`src/rtl/load_store_unit_pkg.sv`:
```
// Shared encodings, request payload and access-sizing helpers for the load/store unit.
package load_store_unit_pkg;

  localparam int unsigned XLEN = 32;

  localparam logic [2:0] LOAD_BYTE              = 3'b000;
  localparam logic [2:0] LOAD_HALFWORD          = 3'b001;
  localparam logic [2:0] LOAD_WORD              = 3'b010;
  localparam logic [2:0] LOAD_UNSIGNED_BYTE     = 3'b100;
  localparam logic [2:0] LOAD_UNSIGNED_HALFWORD = 3'b101;

  localparam logic [2:0] STORE_BYTE     = 3'b000;
  localparam logic [2:0] STORE_HALFWORD = 3'b001;
  localparam logic [2:0] STORE_WORD     = 3'b010;

  localparam logic [1:0] LSU_CAUSE_NONE         = 2'b00;
  localparam logic [1:0] LSU_CAUSE_MISALIGNED   = 2'b01;
  localparam logic [1:0] LSU_CAUSE_ACCESS_FAULT = 2'b10;
  localparam logic [1:0] LSU_CAUSE_ILLEGAL_SIZE = 2'b11;

  localparam logic [1:0] LSU_IDLE   = 2'd0;
  localparam logic [1:0] LSU_ACCESS = 2'd1;
  localparam logic [1:0] LSU_RESP   = 2'd2;

  typedef struct packed {
    logic            is_store;
    logic [2:0]      funct3;
    logic [XLEN-1:0] store_data;
  } lsu_req_t;

  // Loads allow the signed/unsigned byte and halfword forms plus word; stores only SB/SH/SW.
  function automatic logic funct3_legal(input logic is_store, input logic [2:0] funct3);
    if (is_store) return (funct3 == STORE_BYTE) || (funct3 == STORE_HALFWORD) ||
                         (funct3 == STORE_WORD);
    return (funct3 == LOAD_BYTE) || (funct3 == LOAD_HALFWORD) || (funct3 == LOAD_WORD) ||
           (funct3 == LOAD_UNSIGNED_BYTE) || (funct3 == LOAD_UNSIGNED_HALFWORD);
  endfunction

  // Number of memory sub-accesses: 1 when aligned, otherwise one per byte.
  function automatic logic [2:0] access_count(input logic [2:0] funct3, input logic [1:0] lsb);
    case (funct3[1:0])
      2'b01:   return lsb[0] ? 3'd2 : 3'd1;
      2'b10:   return (lsb != 2'b00) ? 3'd4 : 3'd1;
      default: return 3'd1;
    endcase
  endfunction

endpackage

```
`src/rtl/lsu_align_extend.sv`:
```
// Extends a byte-assembled load result; single-access results arrive already extended by memory.
module lsu_align_extend
  import load_store_unit_pkg::*;
(
  input  logic [2:0]      funct3_i,
  input  logic [2:0]      count_i,
  input  logic [XLEN-1:0] value_i,
  output logic [XLEN-1:0] ext_data_c_o
);

  always_comb begin
    ext_data_c_o = value_i;
    if (count_i != 3'd1) begin
      case (funct3_i)
        LOAD_HALFWORD:          ext_data_c_o = {{16{value_i[15]}}, value_i[15:0]};
        LOAD_UNSIGNED_HALFWORD: ext_data_c_o = {16'b0, value_i[15:0]};
        default:                ext_data_c_o = value_i;
      endcase
    end
  end

endmodule

```
`src/rtl/load_store_unit.sv`:
```
// Load/store sequencer: one request at a time, misaligned accesses split into byte accesses.
module load_store_unit
  import load_store_unit_pkg::*;
#(
  parameter bit          SPLIT_MISALIGNED = 1'b1,
  parameter int unsigned ADDR_WIDTH       = 32
) (
  input  logic                  clk,
  input  logic                  reset_n,
  input  logic                  req_valid,
  output logic                  req_ready,
  input  logic                  req_is_store,
  input  logic [2:0]            req_funct3,
  input  logic [ADDR_WIDTH-1:0] req_address,
  input  logic [XLEN-1:0]       req_store_data,
  output logic                  resp_valid,
  input  logic                  resp_ready,
  output logic [XLEN-1:0]       resp_data,
  output logic                  resp_fault,
  output logic [1:0]            resp_cause,
  output logic [ADDR_WIDTH-1:0] mem_read_address,
  input  logic [XLEN-1:0]       mem_read_data,
  input  logic                  mem_illegal_read_address,
  input  logic                  mem_illegal_write_address,
  output logic [2:0]            mem_size_and_sign,
  output logic [ADDR_WIDTH-1:0] mem_write_address,
  output logic [XLEN-1:0]       mem_write_data,
  output logic                  mem_write_enable
);

  logic [1:0]            state_q, state_d;
  logic                  req_ready_q, req_ready_d;
  lsu_req_t              req_q, req_d;
  logic [ADDR_WIDTH-1:0] addr_q, addr_d;
  logic [2:0]            n_q, n_d;
  logic [1:0]            k_q, k_d;
  logic [XLEN-1:0]       asm_q, asm_d;
  logic                  resp_valid_q, resp_valid_d;
  logic                  resp_fault_q, resp_fault_d;
  logic [1:0]            resp_cause_q, resp_cause_d;
  logic [XLEN-1:0]       resp_data_q, resp_data_d;
  logic [ADDR_WIDTH-1:0] raddr_q, raddr_d;
  logic [ADDR_WIDTH-1:0] waddr_q, waddr_d;
  logic [2:0]            size_q, size_d;
  logic [XLEN-1:0]       wdata_q, wdata_d;
  logic                  we_q, we_d;

  logic [1:0]            k_next_c;
  logic [2:0]            req_n_c;
  logic                  illegal_c;
  logic [XLEN-1:0]       asm_next_c;
  logic [XLEN-1:0]       ext_c;

  lsu_align_extend u_align_extend (
    .funct3_i     (req_q.funct3),
    .count_i      (n_q),
    .value_i      (asm_next_c),
    .ext_data_c_o (ext_c)
  );

  always_comb begin
    state_d      = state_q;
    req_ready_d  = req_ready_q;
    req_d        = req_q;
    addr_d       = addr_q;
    n_d          = n_q;
    k_d          = k_q;
    asm_d        = asm_q;
    resp_valid_d = resp_valid_q;
    resp_fault_d = resp_fault_q;
    resp_cause_d = resp_cause_q;
    resp_data_d  = resp_data_q;
    raddr_d      = raddr_q;
    waddr_d      = waddr_q;
    size_d       = size_q;
    wdata_d      = wdata_q;
    we_d         = we_q;

    k_next_c  = k_q + 2'd1;
    req_n_c   = access_count(req_funct3, req_address[1:0]);
    illegal_c = req_q.is_store ? mem_illegal_write_address : mem_illegal_read_address;
    // Current read data merged into the assembly buffer as of this cycle.
    asm_next_c = asm_q;
    if (n_q == 3'd1) asm_next_c = mem_read_data;
    else             asm_next_c[{k_q, 3'b000} +: 8] = mem_read_data[7:0];

    case (state_q)
      LSU_IDLE: begin
        if (req_valid) begin
          req_d       = '{is_store: req_is_store, funct3: req_funct3, store_data: req_store_data};
          addr_d      = req_address;
          n_d         = req_n_c;
          k_d         = 2'd0;
          asm_d       = '0;
          req_ready_d = 1'b0;
          resp_data_d = '0;
          if (!funct3_legal(req_is_store, req_funct3)) begin
            state_d      = LSU_RESP;
            resp_valid_d = 1'b1;
            resp_fault_d = 1'b1;
            resp_cause_d = LSU_CAUSE_ILLEGAL_SIZE;
          end else if ((req_n_c != 3'd1) && !SPLIT_MISALIGNED) begin
            state_d      = LSU_RESP;
            resp_valid_d = 1'b1;
            resp_fault_d = 1'b1;
            resp_cause_d = LSU_CAUSE_MISALIGNED;
          end else begin
            state_d = LSU_ACCESS;
            raddr_d = req_address;
            waddr_d = req_address;
            we_d    = req_is_store;
            if (req_n_c == 3'd1) begin
              size_d  = req_funct3;
              wdata_d = req_store_data;
            end else begin
              size_d  = req_is_store ? STORE_BYTE : LOAD_UNSIGNED_BYTE;
              wdata_d = {24'b0, req_store_data[7:0]};
            end
          end
        end
      end

      LSU_ACCESS: begin
        asm_d = asm_next_c;
        if (illegal_c) begin
          state_d      = LSU_RESP;
          we_d         = 1'b0;
          resp_valid_d = 1'b1;
          resp_fault_d = 1'b1;
          resp_cause_d = LSU_CAUSE_ACCESS_FAULT;
          resp_data_d  = '0;
        end else if (3'(k_q) == n_q - 3'd1) begin
          state_d      = LSU_RESP;
          we_d         = 1'b0;
          resp_valid_d = 1'b1;
          resp_fault_d = 1'b0;
          resp_cause_d = LSU_CAUSE_NONE;
          resp_data_d  = req_q.is_store ? '0 : ext_c;
        end else begin
          k_d     = k_next_c;
          raddr_d = addr_q + ADDR_WIDTH'(k_next_c);
          waddr_d = addr_q + ADDR_WIDTH'(k_next_c);
          wdata_d = {24'b0, req_q.store_data[{k_next_c, 3'b000} +: 8]};
        end
      end

      LSU_RESP: begin
        if (resp_ready) begin
          state_d      = LSU_IDLE;
          resp_valid_d = 1'b0;
          req_ready_d  = 1'b1;
        end
      end

      default: begin
        state_d     = LSU_IDLE;
        req_ready_d = 1'b1;
        we_d        = 1'b0;
      end
    endcase
  end

  always_ff @(posedge clk or negedge reset_n) begin
    if (!reset_n) begin
      state_q      <= LSU_IDLE;
      req_ready_q  <= 1'b1;
      req_q        <= '0;
      addr_q       <= '0;
      n_q          <= 3'd1;
      k_q          <= 2'd0;
      asm_q        <= '0;
      resp_valid_q <= 1'b0;
      resp_fault_q <= 1'b0;
      resp_cause_q <= LSU_CAUSE_NONE;
      resp_data_q  <= '0;
      raddr_q      <= '0;
      waddr_q      <= '0;
      size_q       <= LOAD_WORD;
      wdata_q      <= '0;
      we_q         <= 1'b0;
    end else begin
      state_q      <= state_d;
      req_ready_q  <= req_ready_d;
      req_q        <= req_d;
      addr_q       <= addr_d;
      n_q          <= n_d;
      k_q          <= k_d;
      asm_q        <= asm_d;
      resp_valid_q <= resp_valid_d;
      resp_fault_q <= resp_fault_d;
      resp_cause_q <= resp_cause_d;
      resp_data_q  <= resp_data_d;
      raddr_q      <= raddr_d;
      waddr_q      <= waddr_d;
      size_q       <= size_d;
      wdata_q      <= wdata_d;
      we_q         <= we_d;
    end
  end

  // Write strobe is masked by the memory's own legality check on the presented address.
  assign mem_write_enable  = we_q & ~mem_illegal_write_address;
  assign req_ready         = req_ready_q;
  assign resp_valid        = resp_valid_q;
  assign resp_fault        = resp_fault_q;
  assign resp_cause        = resp_cause_q;
  assign resp_data         = resp_data_q;
  assign mem_read_address  = raddr_q;
  assign mem_write_address = waddr_q;
  assign mem_size_and_sign = size_q;
  assign mem_write_data    = wdata_q;

endmodule

```
`config.mk`:
```
export PLATFORM = sky130hd
export DESIGN_NAME = load_store_unit
export DESIGN_NICKNAME = d
export VERILOG_FILES = /design/src/rtl/load_store_unit_pkg.sv /design/src/rtl/lsu_align_extend.sv /design/src/rtl/load_store_unit.sv
export SDC_FILE = /design/constraint.sdc
export NUM_CORES = 1
export LEC_CHECK = 0
export CORE_MARGIN = 4
export CORE_UTILIZATION = 46
export CTS_CLUSTER_SIZE = 14
export DETAILED_ROUTE_END_ITERATION = 16
export PLACE_DENSITY = 0.77
export SLEW_MARGIN = 30
export SYNTH_ARGS = -nofsm -noshare
export SYNTH_HDL_FRONTEND = slang
export SYNTH_SLANG_ARGS = --single-unit
export TNS_END_PERCENT = 30
```
`constraint.sdc`:
```
create_clock -name clk -period 2.7 [get_ports clk]
set_clock_uncertainty 0.2 [all_clocks]
set_input_delay 0.27 -clock clk [delete_from_list [all_inputs] [get_ports clk]]
set_output_delay 0.27 -clock clk [all_outputs]
set_load 0.02 [all_outputs]
```
==> results.json <==
{
  "run_status": "completed",
  "dp.cells": 1615,
  "timing_max_transition_violations_final": 0,
  "postSynth.asyncResetShare_pct": 100,
  "cell_chain_of_the_critical_path": "inv_1 > ha_1 > xor2_1 > and3_1 > and3_1 > nand3_1 > o21ai_0",
  "synth_largest_type_area_fraction_pct": 49.8,
  "hold_violations": 0,
  "crit_buf_inv": 1,
  "syn-cell-area_um2": 10400,
  "critPathRequiredTime_ns": 2.91,
  "timing.critical_path.fanout_max": 7,
  "diodes": 0,
  "io_pins": 243,
  "gr-total-overflow": 0,
  "worst_setup_hold_path_clk_slew_ns": 0.06,
  "netlist-cell-type-count": 70,
  "timing.critical_path.mode_cell": "and3_1",
  "timing.critical_path.max_delay_family": "simple AND/OR/NAND/NOR gates",
  "vdd_drop_max_v": 0.000581,
  "fin_worst_setup_slack_ns": 0.149,
  "htree_levels": 1,
  "grt_use_met1_pct": 32.3,
  "placement_rows": 54,
  "drv.max_cap_violation_count": 0,
  "groute.layer.met2.usage_pct": 38.7,
  "grt_setup_unrepaired": "false",
  "post_syn_instances": 1157,
  "dp.final_hpwl_mm": 21.6,
  "wl_per_cell_um": 18.5,
  "die_area_um2": 25200,
  "power_leakage_nw": 6.14,
  "initial_cell_density_of_the_core_pct": 47.3,
  "timing.final.setup_violations": 0,
  "totalPowerFinal_mw": 15.9,
  "hold_path_startpoint": "req_address[5]",
  "port_buffers": 242,
  "drt-vias-per-instance": 5.61,
  "synth-edff-count": 0,
  "drt-initial-drc-count": 595,
  "global_route.peak_usage_layer": "met2",
  "die_width_um": 159,
  "postSynthRegisterBits": 211,
  "drc": 0,
  "cts.sink_count": 211,
  "tritoncts_clock_tree": "built",
  "top_achievable_clock_speed_mhz": 392,
  "core-area_um2": 22100,
  "detailedPlace.worstSlack_ns": -0.188,
  "final_antenna_net_count": 0,
  "rr_startpoint": "n_q[0]$_DFFE_PN1P_",
  "combinational_family_with_the_most_area_after_synthesis": "simple AND/OR/NAND/NOR gates",
  "post_layout_nonfiller_instances": 1658,
  "globalRouteMet3Util_pct": 5.52,
  "worst_margin_slew_ns": 0.992,
  "num-nets-final": 1480,
  "synth_simple_gate_area_share_pct": 22.2,
  "final.setup.tns_ns": 0,
  "cp_slowest_cell": "dfstp_2",
  "synth-xor-area-share_pct": 2.18,
  "critical_path.endpoint_type": "flop",
  "worstSetupPathType": "flop to flop",
  "worst_setup_path_start_kind": "flop",
  "clk-insertion-delay-late_ns": 0.51,
  "worstSetupStartpoint": "n_q[0]$_DFFE_PN1P_",
  "power_density_nw_per_um2": 1140,
  "numCtsBuffers": 23,
  "period_share_pct": 94.5,
  "yosysTopAreaCell": "dfrtp_1",
  "grt_antenna_before_repair": 0,
  "grt_max_degree": 74,
  "num_vias": 9307,
  "final_period_minus_worst_setup_slack_ns": 2.55,
  "drt_wl_total_mm": 30.7,
  "postSynthAreaPerCell_um2": 9.03,
  "min_path_type": "input pin to flop",
  "gp_congestion": 0.840,
  "fillCellCount": 1846,
  "cells_taking_the_most_area_after_synthesis": "dfrtp_1 50%, nand2_1 12%, o21ai_0 5.3%",
  "critPathMaxStageDelay_ns": 0.55,
  "layout_common_cells": "336 x nand2_1, 241 x clkdlybuf4s50_1, 208 x dfrtp_1",
  "die_h_um": 159,
  "cts.path.max_buffers": 3,
  "cts_root_buf": "clkbuf_16",
  "slew_headroom_pct": 33.8,
  "groute.usage.overall_pct": 23.7,
  "grt_pass1_vias": 9473,
  "synth_compound_gate_area_share_pct": 14.5,
  "synth.net_count": 1276,
  "synth_flop_cell": "dfrtp_1",
  "multi_input_comb_area_um2": 4550,
  "data_arrival_time_of_the_critical_path_ns": 2.77,
  "post_synth_fa_ha_maj_area_fraction_pct": 1.63,
  "yosysWarningCount": 0,
  "final_util_pct": 63.1,
  "layout.cells.most_common": "nand2_1",
  "post_synth_mux_area_share_pct": 2.79,
  "synth.yosys.seq_area_share_pct": 50.6,
  "register_area_um2": 5280,
  "detailedRoute.firstPassIterationCount": 5,
  "grt_pass1_wl_mm": 50.3,
  "final_layout_size_suffix_gt1_share_pct": 8.35,
  "area_growth_pct": 33.5
}
-- per-stage QoR --
stage,instance area (µm²),hold slack [ns]
6_report,13900,0.114
5_1_grt,13900,0.115
4_1_cts,13900,0.108
3_5_place_dp,13100,0.130
3_3_place_gp,13100,0.128
2_1_floorplan,10500,-0.226
-- final timing paths --
kind	cells past startpoint	slack [ns]	to
min reg2reg	2	0.27	mem_write_data[24]$_DFFE_PN0P_
max in group asynchronous	3	1.30	req_q[20]$_DFFE_PN0P_
min	3	0.11	addr_q[5]$_DFFE_PN0P_
min in group asynchronous	2	0.13	mem_write_data[30]$_DFFE_PN0P_
max	7	0.15	resp_data[27]$_DFFE_PN0P_
max reg2reg	7	0.15	resp_data[27]$_DFFE_PN0P_
-- worst min-delay path, cell delays in order --
cell	delay, ns
clkdlybuf4s50_1	0.42
nand2_1	0.06
nand2_1	0.04
-- registers in the layout, indices dropped and copies added (netlist names) --
register / count
resp_fault: 1
asm_q: 32
state_q: 2
req_ready: 1
resp_valid: 1
resp_data: 32
mem_write_address: 32
we_q: 1
req_q: 36
n_q: 3
resp_cause: 1
addr_q: 32
mem_size_and_sign: 3
k_q: 2
mem_write_data: 32
-- where the power goes --
part           switching [mW]  internal, mW  total (mW)  leakage, nW
sequential              0.986          4.42        5.41         2.70
clock                    1.31          2.06        3.37        0.394
combinational            3.99          3.15        7.13         3.05
-- repair_timing --
item | in CTS | in global routing
hold endpoints to repair | 67 | 0
hold buffers | 1 | 0
buffers inserted | 0 | 0
resized for setup | 0 | 1
setup endpoints to repair | 0 | 1
-- per-layer routing --
layer / up-vias / wire [µm]
met2: 345 / 14600
met5: - / 0
li1: 4382 / -
met4: 0 / 652
met1: 4534 / 12900
met3: 46 / 2460
-- kinds of logic after synthesis --
logic type | count (synthesis)
AOI/OAI and AO/OA | 232
xor gates and xnor gates | 26
adders and majority gates | 13
buffers and inverters | 127
DFF | 211
muxes | 19
and+or+nand+nor | 529
-- cell type report --
cell class	count	share of cell area [%]
multi-input cells	819	32.6
repair buffers	287	20.6
clock inverters	11	1.18
clock buffers	31	4.63
well taps	280	2.51
inverters	19	0.511
flip-flops and latches	211	37.9
-- Yosys cell counts, drive strengths merged, types with 4 or more instances --
master / instances
a22oi: 13
mux2i: 10
and3: 7
nor4: 10
a221oi: 11
mux4: 8
nor2b: 6
o2bb2ai: 8
nand3: 76
buf: 55
xnor2: 23
a221o: 14
o211ai: 7
a21oi: 18
o21ai: 112
nand4: 10
nand2: 338
ha: 12
o22ai: 4
dfrtp: 208
inv: 18
clkbuf: 53
a31oi: 12
nor3: 12
nor2: 50
a32oi: 7
Note: power is estimated with default switching activity, not from simulation.
